`src/rtl/music_pkg.sv`:
```
// Shared note codes, sequencer states and the song table
// used by the melody sequencer and its timer.
package music_pkg;

  localparam logic [2:0] NOTE_REST = 3'd0;
  localparam logic [2:0] NOTE_C    = 3'd1;
  localparam logic [2:0] NOTE_D    = 3'd2;
  localparam logic [2:0] NOTE_E    = 3'd3;
  localparam logic [2:0] NOTE_F    = 3'd4;
  localparam logic [2:0] NOTE_G    = 3'd5;
  localparam logic [2:0] NOTE_A    = 3'd6;
  localparam logic [2:0] NOTE_B    = 3'd7;

  localparam int MAX_SONG = 16;

  typedef enum logic [1:0] {
    S_IDLE,
    S_PLAY,
    S_GAP,
    S_DONE
  } state_t;

  typedef struct packed {
    logic [2:0] note;
    logic [1:0] dur;
  } step_t;

  // dur is beats-1, so the default song spans 13 beats
  function automatic step_t song_at(input logic [3:0] idx);
    step_t s;
    case (idx)
      4'd0:    s = '{NOTE_C,    2'd0};
      4'd1:    s = '{NOTE_D,    2'd0};
      4'd2:    s = '{NOTE_E,    2'd0};
      4'd3:    s = '{NOTE_F,    2'd0};
      4'd4:    s = '{NOTE_G,    2'd1};
      4'd5:    s = '{NOTE_A,    2'd1};
      4'd6:    s = '{NOTE_REST, 2'd0};
      4'd7:    s = '{NOTE_B,    2'd3};
      default: s = '{NOTE_REST, 2'd0};
    endcase
    return s;
  endfunction

endpackage

```
`src/rtl/seq_timer.sv`:
```
// Loadable down-counter; stops at zero and never wraps.
// zero flags the final cycle of a loaded interval.
module seq_timer #(
  parameter int W = 25
) (
  input  logic         clk,
  input  logic         rst,
  input  logic         load,
  input  logic [W-1:0] load_val,
  output logic         zero
);

  logic [W-1:0] count;

  always_ff @(posedge clk or posedge rst) begin
    if (rst) begin
      count <= '0;
    end else if (load) begin
      count <= load_val;
    end else if (count != '0) begin
      count <= count - 1'b1;
    end
  end

  assign zero = (count == '0);

endmodule

```
`src/rtl/melody_sequencer.sv`:
```
// Steps through the song table, driving note code and gate
// with a silent articulation gap at the end of every step.
module melody_sequencer #(
  parameter int TICKS_PER_MS = 20000,
  parameter int BEAT_MS      = 250,
  parameter int GAP_MS       = 20,
  parameter int SONG_LEN     = 8
) (
  input  logic       clk,
  input  logic       rst,
  input  logic       start,
  input  logic       stop,
  input  logic       loop_en,
  output logic [2:0] note,
  output logic       gate,
  output logic       busy,
  output logic [3:0] step_idx,
  output logic       done
);

  import music_pkg::*;

  localparam int TW = $clog2(4*BEAT_MS*TICKS_PER_MS);
  localparam logic [TW-1:0] GAP_LOAD =
    TW'(GAP_MS*TICKS_PER_MS - 1);
  localparam logic [3:0] LAST = 4'(SONG_LEN - 1);

  function automatic logic [TW-1:0] play_load(
    input logic [1:0] d
  );
    int p;
    p = ((int'(d) + 1)*BEAT_MS - GAP_MS)*TICKS_PER_MS - 1;
    return TW'(p);
  endfunction

  state_t        state, state_n;
  logic [2:0]    note_n;
  logic          gate_n, busy_n, done_n;
  logic [3:0]    step_n, nxt_idx;
  logic          go, tload, tzero;
  logic [TW-1:0] tval;
  step_t         ent;

  seq_timer #(.W(TW)) u_timer (
    .clk      (clk),
    .rst      (rst),
    .load     (tload),
    .load_val (tval),
    .zero     (tzero)
  );

  always_ff @(posedge clk or posedge rst) begin
    if (rst) begin
      state    <= S_IDLE;
      note     <= NOTE_REST;
      gate     <= 1'b0;
      busy     <= 1'b0;
      step_idx <= '0;
      done     <= 1'b0;
    end else begin
      state    <= state_n;
      note     <= note_n;
      gate     <= gate_n;
      busy     <= busy_n;
      step_idx <= step_n;
      done     <= done_n;
    end
  end

  always_comb begin
    state_n = state;
    note_n  = note;
    gate_n  = gate;
    busy_n  = busy;
    step_n  = step_idx;
    done_n  = 1'b0;
    tload   = 1'b0;
    tval    = '0;
    go      = 1'b0;
    nxt_idx = '0;

    unique case (state)
      S_IDLE: begin
        go = start;
      end
      S_PLAY: begin
        if (tzero) begin
          state_n = S_GAP;
          gate_n  = 1'b0;
          tload   = 1'b1;
          tval    = GAP_LOAD;
        end
      end
      S_GAP: begin
        if (tzero) begin
          if (step_idx != LAST) begin
            go      = 1'b1;
            nxt_idx = step_idx + 4'd1;
          end else if (loop_en) begin
            go      = 1'b1;
          end else begin
            state_n = S_DONE;
            done_n  = 1'b1;
            busy_n  = 1'b0;
            note_n  = NOTE_REST;
            step_n  = '0;
          end
        end
      end
      S_DONE: begin
        state_n = S_IDLE;
      end
      default: state_n = S_IDLE;
    endcase

    ent = song_at(nxt_idx);
    if (go) begin
      state_n = S_PLAY;
      step_n  = nxt_idx;
      note_n  = ent.note;
      gate_n  = (ent.note != NOTE_REST);
      busy_n  = 1'b1;
      tload   = 1'b1;
      tval    = play_load(ent.dur);
    end

    // stop overrides everything, including a same-cycle start
    if (stop) begin
      state_n = S_IDLE;
      note_n  = NOTE_REST;
      gate_n  = 1'b0;
      busy_n  = 1'b0;
      step_n  = '0;
      done_n  = 1'b0;
      tload   = 1'b1;
      tval    = '0;
    end
  end

endmodule

```
`config.mk`:
```
export PLATFORM = sky130hd
export DESIGN_NAME = melody_sequencer
export DESIGN_NICKNAME = d
export VERILOG_FILES = /design/src/rtl/music_pkg.sv /design/src/rtl/seq_timer.sv /design/src/rtl/melody_sequencer.sv
export SDC_FILE = /design/constraint.sdc
export NUM_CORES = 1
export LEC_CHECK = 0
export ABC_AREA = 1
export CAP_MARGIN = 20
export CORE_MARGIN = 5
export CORE_UTILIZATION = 49
export CTS_CLUSTER_SIZE = 24
export DETAILED_ROUTE_END_ITERATION = 6
export PLACE_DENSITY = 0.72
export SYNTH_ARGS = -nofsm -noshare
export SYNTH_HDL_FRONTEND = slang
export SYNTH_SLANG_ARGS = --single-unit
export TNS_END_PERCENT = 100
```
`constraint.sdc`:
```
create_clock -name clk -period 2.68 [get_ports clk]
set_input_delay 0.67 -clock clk [delete_from_list [all_inputs] [get_ports clk]]
set_output_delay 0.67 -clock clk [all_outputs]
set_load 0.01 [all_outputs]
```
Word level (Yosys, flattened, before mapping)
Memories as Yosys holds them, arrays and structs flattened.
Cells that the tools add are included.
{"block": "totals", "reg_bits": 37, "rom_bits": 40, "inputBits": 5, "output_inout_bits": 10, "elab_cells": 89, "memories": 1}
{"name": "(no name shown)", "words": 8, "width": 5, "read_ports": 1, "rd_clocked_by_memory_dff": 0, "write_ports": 0, "line_no": "music_pkg.sv:31", "source": "case (idx)"}
{"block": "op_classes", "addsub": 5, "multipliers": 2, "eq_ne": 10, "muxes": 52, "reduce_logical": 12}
{"op": "25-bit 2-to-1 mux", "n": 4}
{"op": "19-bit 2-to-1 mux", "n": 2}
{"op": "4-bit 2-to-1 mux", "n": 9}
{"op": "25-bit zero test", "n": 1}
{"op": "25-bit nonzero test", "n": 1}
{"op": "25-bit by 1-bit subtractor with 25-bit output, second input constant", "n": 1}
{"op": "25-bit by 2-bit subtractor with 25-bit output, second input constant", "n": 1}
{"op": "1-bit 2-to-1 mux", "n": 22}
{"op": "12-bit by 11-bit multiplier with 20-bit output, second input constant", "n": 1}
{"op": "3-bit 2-to-1 mux", "n": 6}
{"op": "4-bit != test, second input constant", "n": 4}
{"op": "2-bit 2-to-1 mux", "n": 6}
{"op": "3-bit nonzero test", "n": 4}
{"op": "11-bit by 5-bit subtractor with 12-bit output, second input constant", "n": 1}
{"op": "3-bit by 7-bit multiplier with 10-bit output, second input constant", "n": 1}
{"op": "2-bit one-hot mux with 3 select lines", "n": 1}
{"op": "5-bit 2-to-1 mux", "n": 1}
{"op": "5-bit AND reduction", "n": 1}
{"op": "5-bit nonzero test", "n": 1}
{"op": "4-bit by 1-bit adder with 4-bit output, second input constant", "n": 1}
{"op": "2-bit equality test, second input constant", "n": 2}
{"op": "4-bit by 3-bit != test with 1-bit output, second input constant", "n": 1}
{"op": "4-bit AND reduction", "n": 1}
{"op": "2-bit by 1-bit adder with 3-bit output, second input constant", "n": 1}
{"op": "7 further kinds", "n": 7}

Logic depth before layout (Yosys ltp)
Gate-level depths: netlist (run 1).
An unclocked memory read counts as a cell.
{"block": "logic_depth", "depth_word": 14, "depth_mapped": 19, "mapped_depth_nobuf": 19}

Cells and area by module
From an unflattened synthesis (run 1), not the netlist that was laid out.
{"block": "unflattened", "hier_cells": 398, "area_unflattened_um2": 2768.9}
{"mod": "seq_timer", "n_inst": 1, "cells_each": 266, "area_per_inst_um2": 1767.9, "seq_area_each_um2": 625.6}
{"mod": "melody_sequencer", "n_inst": 1, "cells_each": 132, "area_per_inst_um2": 1001.0, "seq_area_each_um2": 300.3}

Least setup slack after synthesis (run 1)
Ideal clock, no wire load.
{"block": "synth_timing", "kind": "register to register", "startpoint": "reg u_timer.count[0]", "endpoint": "reg u_timer.count[14]", "setup_time_ps": 77, "arrival_ps": 2403, "setup_slack_ps": 199, "stages_incl_launch_ff": 17, "n_path_buf": 0, "synth_period_minus_slack_ps": 2481, "path_cell_list": "dfrtp_1 inv_1 ha_1 inv_1 nor2_1 nand2_1 nor2_2 nand3_2 nor2_1 inv_1 ha_1 inv_1 nand4_1 ha_1 nor2_1 nand2_1 a21oi_1"}
{"block": "synth_between", "elab_chain_cells": 13, "word_cells_on_any_way": 23, "cone_classes": "add/sub: 4; mul: 2; mux: 13; reduce/logical: 3; memory: 1"}
{"item": "from (decl)", "line_no": "seq_timer.sv:13", "source": "logic [W-1:0] count;"}
{"item": "from (signal assigned)", "line_no": "seq_timer.sv:19", "source": "count <= load_val;"}
{"item": "from (signal assigned)", "line_no": "seq_timer.sv:21", "source": "count <= count - 1'b1;"}
{"item": "25-bit zero test", "line_no": "seq_timer.sv:25", "source": "assign zero = (count == '0);"}
{"item": "4-bit 2-to-1 mux", "line_no": "melody_sequencer.sv:95", "source": "if (tzero) begin"}
{"item": "4-bit 2-to-1 mux", "line_no": "melody_sequencer.sv:82", "source": "unique case (state)"}
{"item": "memory 8 x 5 bit"}
{"item": "5-bit 2-to-1 mux", "line_no": "music_pkg.sv:31"}
{"item": "2-bit by 1-bit adder with 3-bit output", "line_no": "melody_sequencer.sv:32", "source": "p = ((int'(d) + 1)*BEAT_MS - GAP_MS)*TICKS_PER_MS - 1;"}
{"item": "3-bit by 7-bit multiplier with 10-bit output", "line_no": "melody_sequencer.sv:32"}
{"item": "11-bit by 5-bit subtractor with 12-bit output", "line_no": "melody_sequencer.sv:32"}
{"item": "12-bit by 11-bit multiplier with 20-bit output", "line_no": "melody_sequencer.sv:32"}
{"item": "25-bit by 2-bit subtractor with 25-bit output", "line_no": "melody_sequencer.sv:32"}
{"item": "25-bit 2-to-1 mux", "line_no": "melody_sequencer.sv:117", "source": "if (go) begin"}
{"item": "25-bit 2-to-1 mux", "line_no": "melody_sequencer.sv:128", "source": "if (stop) begin"}
{"item": "25-bit 2-to-1 mux", "line_no": "seq_timer.sv:18", "source": "end else if (load) begin"}
Several ways; a longest one is shown, not always the timed one. The select of a mux whose other input is x is not followed.
A chain may end at the register's enable or synchronous reset.

Worst setup path after layout (run 1)
{"block": "layout_timing", "startpoint": "reg u_timer.count[1]", "endpoint": "reg u_timer.count[23]"}
Same word-level chain as after synthesis.

==> results by group, run 1 <==
GRT
  – Vias in the first global route: 2,216
  – Global-route wire length before repair: 10,300 um
  – Total GRT Usage: 0.180
  – Pin count of the biggest net entering global routing: 38
  – Total grt overflow: 0
  – Initial antenna violation count: 0

Critical path
  – Worst path arrival time: 2.72 ns
  – CP Launch Type: register
  – Worst Setup End Kind: register
  – CP Class: reg -> reg
  – Worst EP required: 2.90 ns
  – CP max FO: 4

Placed design
  – DP Area: 2930 um2
  – Placer congestion estimate: 0.917
  – DP HPWL: 4400 um
  – IO Port Bufs: 14
  – Pre-CTS setup slack: 0.000137 ns

Yosys
  – EDFF count, synth: 0
  – Ys flop type: dfrtp_1
  – Ys Warns: 0
  – Asr flop ratio synth: 1.00
  – Cells after synthesis: 337
  – Unique masters post-synth: 36
  – Seq/Total Area, Yosys: 0.344
  – Post-Syn Nets: 353
  – Synthesized cell area: 2690 um2
  – Number of synthesized register bits: 37
  – Average size of a mapped cell: 7.98 um2

Floorplanning
  – Core area: 5410 um2
  – Num ports: 15
  – Initial core utilization: 0.498
  – DIE HEIGHT: 84.1 um
  – Core Rows: 27
  – Die width: 84.1 um
  – Die area: 7070 um2

Clocking
  – H-tree levels: 2
  – Maximum root-to-sink buffer count: 2
  – Clock sinks: 37
  – Clock Latency Late Sink: 0.29 ns
  – Inserted Clock Buffers: 5
  – CTS tree: yes
  – Root Buffer: clkbuf_8
  – Clock transition at path regs: 0.08 ns

Detailed routing
  – Antenna Nets Post-Route: 0
  – Routed via count: 2,258
  – Total wire length: 6100 um
  – Vias per inst: 5.06
  – DR iter-0 viols: 174
  – DRC viols: 0
  – DR WL/cell: 13.7 um
  – Detailed Routing Iterations Pass 1: 4

Run status
  – Status: completed

Pwr
  – P_int: 1.39 mW
  – Peak supply drop: 0.000348 V
  – Switching power: 1.14 mW
  – Total power: 2.53 mW
  – Clock share of power: 0.171
  – Sw frac: 0.450
  – Comb pwr share: 0.501
  – Pleak: 1.52 nW
  – Power density over the cells: 796 nW/um2
  – Sequential power share: 0.328

Final layout
  – Area growth from synthesis to layout: 18.0%
  – Diodes inserted: 0
  – Filler cell count in the final layout: 501
  – Most common cell after layout, fill and taps aside: nand2_1
  – Most frequent cells in the layout: nand2_1, nor2_1, dfrtp_1
  – Layout Nets: 389
  – Post-route cell area: 3180 um2
  – Fraction of layout cells with a size suffix above 1: 0.283

STA
  – Clock skew: 0.00687 ns
  – Fin worst setup slack: 0.173 ns
  – Period utilisation layout: 0.935
  – Final setup viols: 0
  – Min cycle time layout: 2.51 ns
  – F_max: 399 MHz
  – Least-Margin Pin Slew: 0.505 ns
  – Max Slew Vio Count: 0
  – Max_slew headroom: 0.660
  – Fin. Hold Viols: 0

Hold path
  – Worst min path class: reg -> reg

Flow run
  – Max Cap Violations: 0
==> cell type report <==
| class | count | area [um2] | area share |
|---|---|---|---|
| Clock buffer | 7 | 96.3 | 0.0303 |
| Clock inverter | 1 | 5.00 | 0.00158 |
| Inverter | 35 | 138 | 0.0433 |
| Multi-Input combinational cell | 260 | 1620 | 0.511 |
| Sequential cell | 37 | 926 | 0.292 |
| Tap cell | 72 | 90.1 | 0.0284 |
| Timing Repair Buffer | 34 | 298 | 0.0938 |
==> flip-flops by register name, indices dropped and copies added (netlist names) <==
name           cells
u_timer.count     25
note               3
done               1
step_idx           4
gate               1
busy               1
state              2
==> worst paths after layout <==
kind / depth (start not counted) / slack, ns / from / to
setup / recovery: 16 / 0.17 / u_timer.count[1] / u_timer.count[23]
max in group asynchronous: 3 / 1.54 / rst / step_idx[3]
setup reg to reg: 16 / 0.17 / u_timer.count[1] / u_timer.count[23]
min in group asynchronous: 3 / 0.79 / rst / u_timer.count[20]
hold / removal: 2 / 0.49 / note[1] / note[1]
hold reg to reg: 2 / 0.49 / note[1] / note[1]
==> timing repair <==
action / in CTS / in global routing
hold buffers: 0 / 0
setup buffers: 1 / 9
endpoints found under the setup margin: 1 / 11
gates resized for setup: 0 / 19
pin swaps: 0 / 8
==> stage by stage <==
| step | cells | TNS (ns) | util | hold WS [ns] |
|---|---|---|---|---|
| floorplan | 337 | 0 | - | 0.503 |
| CTS | 436 | 0 | 0.563 | 0.485 |
| detailed placement | 427 | 0 | 0.543 | 0.459 |
| global route | 446 | -0.277 | 0.588 | 0.516 |
| global placement | 427 | 0 | 0.543 | 0.461 |
| finish | 446 | 0 | 0.588 | 0.485 |
==> worst max-delay path: stages (launching register included) <==
cell,delay (ns)
dfrtp_1,0.42
inv_2,0.07
ha_2,0.15
inv_1,0.04
nor2_1,0.09
nand2_1,0.09
nor2_4,0.17
nand3_2,0.10
nor2_2,0.15
inv_2,0.05
ha_2,0.17
inv_1,0.04
nand4_1,0.17
ha_1,0.36
nor2_2,0.10
nand2_2,0.11
a21oi_2,0.15
==> cell usage after synthesis (10+ instances only) <==
| library cell | n | area [um2] |
|---|---|---|
| nand2_1 | 67 | 251 |
| nor2_1 | 44 | 165 |
| dfrtp_1 | 37 | 926 |
| inv_1 | 30 | 113 |
| nand3_1 | 20 | 100 |
| nand2_2 | 17 | 106 |
| a21oi_1 | 12 | 60.1 |
| xnor2_1 | 12 | 105 |
| ha_1 | 11 | 138 |
| nor2_2 | 11 | 68.8 |
| a21oi_2 | 10 | 87.6 |
| xor2_1 | 10 | 87.6 |
==> logic make-up after synthesis <==
| logic type | synth area share |
|---|---|
| simple gates | 0.376 |
| compound gates | 0.0860 |
| xor+xnor | 0.0716 |
| flops | 0.344 |
| buf+inv | 0.0712 |
| fa+ha+maj | 0.0512 |
==> power groups by stage <==
stage / Clock, mW / Combinational (mW) / Sequential [mW]
2_1_floorplan: 0 / 0.961 / 0.804
3_3_place_gp: 0 / 1.17 / 0.831
3_5_place_dp: 0 / 1.20 / 0.833
4_1_cts: 0.442 / 1.21 / 0.824
5_1_grt: 0.479 / 1.40 / 0.846
6_report: 0.432 / 1.27 / 0.830
==> metal layers <==
metal	up-vias	GRT usage	wire, um
met1	1066	0.237	2780
met2	41	0.306	3060
li1	1147	-	-
met4	0	0.0380	51
met3	4	0.0326	208
met5	-	0	0
Power figures use the tool's default switching activity.
==> run 2, diff against run 1 <==
==> constraint.sdc (replaced) <==
create_clock -name clk -period 2.68 [get_ports clk]
set_input_delay 0.67 -clock clk [delete_from_list [all_inputs] [get_ports clk]]
set_output_delay 0.67 -clock clk [all_outputs]
set_load 0.005 [all_outputs]
==> results of run 2 <==
The final DEF is identical to that of run 1. Status: completed.
Main changes from that run: total power 2.53 mW -> 2.52 mW
==> variant 1 (flow settings as in run 1) <==
`TICKS_PER_MS`: 20000 -> 40000.
--- a/src/rtl/melody_sequencer.sv
+++ b/src/rtl/melody_sequencer.sv
@@ -1,7 +1,7 @@
 // Steps through the song table, driving note code and gate
 // with a silent articulation gap at the end of every step.
 module melody_sequencer #(
-  parameter int TICKS_PER_MS = 20000,
+  parameter int TICKS_PER_MS = 40000,
   parameter int BEAT_MS      = 250,
   parameter int GAP_MS       = 20,
   parameter int SONG_LEN     = 8
Function: same outputs for any inputs over 10 cycles, from zero or initial values and one cycle with rst high; that may be too few to reach the edited logic, so the function may still have changed.
==> variant 1 against run 1 <==
- fmax is 1.7% lower
- cell area is 4.6% higher
- critical path type unchanged
- total power is 19% higher
- sequential cell count is 1 higher
- largest power group unchanged
- setup slack worse by 0.043 ns
- cell count is 7.4% higher
- area after synthesis is 8.1% higher
- wire length is 12% higher
==> variant 1: results (changes against run 1) <==
* Status: finished clean
* Path depth of the worst reg2reg path at 15 (-1)
* Top cells by count, synth: nand2_1, nor2_1, dfrtp_1, inv_1, nand4_1
* Number of global-route vias before repair at 2,584 (+17%)
* Top_reg_cell synth: dfrtp_1
* Seq/Total Area, Yosys at 32.7% (-1.7 points)
* Post-DP Area at 3120 sq um (+6.4%)
* Critical path's largest stage delay at 0.40 ns (-0.02 ns)
* Reg2reg setup slack at 0.13 ns (-0.04 ns)
* Max FFs per register at 26 (+4.0%)
* Total GRT Usage at 19.2% (+1.2 points)
* Fillers at 528 (+5.4%)
* Vias per cell at 5.34 (+5.4%)
* RePlAce Congestion at 0.900 (-1.8%)
* Drt wl/cell at 14.2 microns (+3.9%)
* Detailed Place HPWL at 4840 microns (+10%)
* Critical path arrival at 2.78 ns (+0.06 ns)
* Clock skew at 0.00502 ns (-0.00185 ns)
* DRT iter0 DRCs at 133 (-24%)
* Largest registers: u_timer.count: 26 flops, step_idx: 4 flops, note: 3 flops
* Largest net degree at the start of global routing at 39 (+2.6%)
* Share of cells above drive strength 1 at 19.6% (-8.8 points)
* Fin nets at 419 (+7.7%)
* Synth area leaders: dfrtp_1, nand2_1, nor2_1
* Static Leak at 1.63 nW (+7.8%)
* H-tree depth at 2 (unchanged)
* Maximum VDD drop at 0.362 mV (+3.9%)
* Fraction of registers with async set/reset at 100% (unchanged)
* Mapped Nets at 398 (+13%)
* Initial antenna violation count at 0 (unchanged)
==> variant 1: changes by cell type after synthesis, sizes merged, moves of 4 or more <==
cell,run 1,this run
inv,32,40
nand3,25,29
nand4,7,28
buf,4,9
nor2,60,72
==> variant 1: what timing repair did <==
item	CTS	global route
gates resized for setup	0	10
setup endpoints to repair	0	11
buffers inserted	0	2
==> variant 1: area by class of cell <==
cell class	count	area share (%)
clock buffers	6	2.48
repair buffers	24	6.85
flip-flops and latches	38	28.6
well taps	75	2.82
clock inverters	2	1.81
inverters	42	5.01
multi-input cells	292	52.4
==> variant 1: how the worst min path moves through the flow <==
stage / from / to / slack [ns] / depth (start not counted)
final: busy$_DFFE_PP0P_ / busy$_DFFE_PP0P_ / 0.49 / 2
after detailed placement: busy$_DFFE_PP0P_ / busy$_DFFE_PP0P_ / 0.46 / 2
after global routing: note[0]$_DFFE_PP0P_ / note[0]$_DFFE_PP0P_ / 0.53 / 2
after CTS: busy$_DFFE_PP0P_ / busy$_DFFE_PP0P_ / 0.49 / 2
after global placement: busy$_DFFE_PP0P_ / busy$_DFFE_PP0P_ / 0.46 / 2
after floorplan: u_timer.count[1]$_DFFE_PP0P_ / u_timer.count[1]$_DFFE_PP0P_ / 0.47 / 2
==> variant 1: cell families (layout without fill, tap and decap cells) <==
family / after synthesis / after routing / synth area share, %
AND/OR/NAND/NOR: 223 / 223 / 39.4
buffers and inverters: 52 / 74 / 8.77
AO/OA/AOI/OAI: 42 / 42 / 9.55
flip-flops: 38 / 38 / 32.7
XOR/XNOR: 16 / 16 / 4.82
adder cells (fa/ha/maj): 11 / 11 / 4.73
==> variant 1: stage by stage <==
stage	cells	setup WS, ns	util (%)	hold WS (ns)	power [mW]
floorplan	382	0.124	-	0.471	2.03
global placement	469	0.169	53.4	0.459	2.32
detailed placement	469	0.0804	53.4	0.463	2.34
CTS	477	0.0517	55.8	0.487	2.98
global route	479	-0.0929	56.8	0.531	3.25
finish	479	0.130	56.8	0.487	3.01
==> variant 1: per-layer routing <==
metal	wire [microns]	up-vias	track usage, %
met5	0	-	0
met4	149	0	6.09
met3	276	14	3.50
met2	3380	56	33.0
met1	3000	1196	24.3
li1	-	1290	-
==> variant 1: critical path, delay by kind of cell, from the launching register on <==
family	cells	cell delay, ns
adder cells (fa/ha/maj)	3	0.62
flip-flops	1	0.40
AO/OA/AOI/OAI	1	0.13
buffers and inverters	4	0.52
AND/OR/NAND/NOR	7	0.82
==> variant 1: where the power goes <==
group          switching (mW)  leakage (nW)  internal (mW)  total (mW)
logic                   0.978          1.05          0.539        1.52
clock network           0.223        0.0714          0.397       0.621
registers               0.158         0.509          0.716       0.874
==> variant 2 (settings of run 1) <==
Without the edit above. Encoding of `state_t`: now one-hot (4 bits for 4 states).
--- a/src/rtl/music_pkg.sv
+++ b/src/rtl/music_pkg.sv
@@ -13,11 +13,11 @@
 
   localparam int MAX_SONG = 16;
 
-  typedef enum logic [1:0] {
-    S_IDLE,
-    S_PLAY,
-    S_GAP,
-    S_DONE
+  typedef enum logic [3:0] {
+    S_IDLE = 4'b0001,
+    S_PLAY = 4'b0010,
+    S_GAP  = 4'b0100,
+    S_DONE = 4'b1000
   } state_t;
 
   typedef struct packed {
Formal check against the unedited RTL: no difference found for any inputs over 10 cycles, from zero or initial values and one cycle with rst high; not proved beyond that.
==> variant 2 against run 1 <==
- fmax down 0.59%
- hold slack improved by 0.021 ns
- wire length up 0.85%
- clock skew barely moved
- cell area fell by 3.5%
- utilization grew 1.2 points
- sequential cell count rose by 2
- setup slack got worse by 0.015 ns
- area after synthesis is 4.2% lower
- critical path depth down 1
- largest cell class unchanged
Power is not compared: it rests on default switching activity, and its combinational part moved more than twofold at a synthesized area within 25%.
==> variant 2: results (changes against run 1) <==
* Status: finished clean
* NonClk Buf Share at 9.23% (-0.15 points)
* Critical path's largest stage delay at 0.40 ns (-0.02 ns)
* Yosys cell types at 33 (-8.3%)
* Total GRT Usage at 20.8% (+2.8 points)
* CTS resizes at 2 (+2)
* Vias at 2,352 (+4.2%)
* Clk sinks at 39 (+5.4%)
* Detailed Place HPWL at 4720 microns (+7.4%)
* Met2 WL post-DR at 2790 microns (-8.7%)
* Reg2reg end: u_timer.count[14]$_DFFE_PP0P_
* WL met1 at 2940 microns (+5.6%)
* Clk tree area frac at 2.90% (-0.29 points)
* Setup CP Type: reg -> reg
* Met2 usage at 32.4% (+1.7 points)
* Largest registers: u_timer.count: 25 flops, state: 4 flops, step_idx: 4 flops
* Drt wl/cell at 13.7 microns (about the same)
* Largest net degree at the start of global routing at 40 (+5.3%)
* Path depth of the worst reg2reg path at 15 (-1)
* XOR/XNOR Fraction of Synth Area at 6.80% (-0.36 points)
* Combinational group share of total power at 29.7%
* Synth area leaders: dfrtp_1, nand2_1, nor2_1
* Multi-input logic cell count at 263 (+1.2%)
* Fin nets at 395 (+1.5%)
* Number of global-route vias before repair at 2,296 (+3.6%)
* Global routing usage on met3 at 3.90% (+0.65 points)
* Nonclk buf count at 33 (-2.9%)
* First-pass GRT wire length at 10,900 microns (+5.3%)
* Met3 wire length at 282 microns (+36%)
* Top_reg_cell synth: dfrtp_1
* RePlAce Congestion at 0.978 (+6.6%)
* Multi-input logic area at 1490 sq um (-8.2%)
* M1 GR Usage at 29.0% (+5.3 points)
* Complex-gate fraction of the synthesized area at 10.0% (+1.4 points)
* # Post-CTS Setup Buffers at 0 (-1)
* Inverters at 37 (+5.7%)
* Clock skew at 0.00694 ns (+0.0000734 ns)
* DRT iter0 DRCs at 193 (+11%)
* Mapped Nets at 358 (+1.4%)
* Worst slew margin at 55.2% (-11 points)
* Seq/Total Area, Yosys at 37.9% (+3.5 points)
* Critical path arrival at 2.74 ns (+0.02 ns)
* Share of cells above drive strength 1 at 15.3% (-13 points)
## variant 2: changes by cell type after synthesis, sizes merged, moves of 2 or more
cell    change
a21oi       -2
buf         -2
inv         +3
nand2      -12
nor2        +7
o211ai      +4
o21ai       +3
xor2        -2
## variant 2: cells by family (layout without fill, tap and decap cells)
| group | count (synthesis) | count (layout) |
|---|---|---|
| AO/OA/AOI/OAI | 46 | 46 |
| adder cells (fa/ha/maj) | 11 | 11 |
| XOR/XNOR | 20 | 20 |
| AND/OR/NAND/NOR | 186 | 186 |
| flip-flops | 39 | 39 |
| buffers and inverters | 40 | 78 |
## variant 2: worst min-delay path by stage
stage               depth (start not counted)                         start  slack [ns]                      endpoint
floorplan                                   2  u_timer.count[1]$_DFFE_PP0P_        0.50  u_timer.count[1]$_DFFE_PP0P_
global placement                            2              busy$_DFFE_PP0P_        0.48              busy$_DFFE_PP0P_
detailed placement                          2              busy$_DFFE_PP0P_        0.49              busy$_DFFE_PP0P_
global route                                2              busy$_DFFE_PP0P_        0.56              busy$_DFFE_PP0P_
CTS                                         2              busy$_DFFE_PP0P_        0.51              busy$_DFFE_PP0P_
finish                                      2              busy$_DFFE_PP0P_        0.51              busy$_DFFE_PP0P_
## variant 2: worst min-delay path: stages, from the launching register on
cell	delay [ns]
dfrtp_1	0.35
nand3_1	0.07
nand2_1	0.06
## variant 2: through the flow
step | cell area (sq um) | std cells | util (%) | setup TNS [ns] | setup WS, ns
6_report | 3060 | 450 | 60.0 | 0 | 0.158
5_1_grt | 3060 | 450 | 60.0 | -0.0518 | -0.0169
4_1_cts | 2990 | 445 | 58.5 | 0 | 0.0113
3_5_place_dp | 2890 | 437 | 56.6 | -0.00217 | -0.00217
3_3_place_gp | 2890 | 437 | 56.6 | 0 | 0.0829
2_1_floorplan | 2580 | 342 | - | 0 | 0.142
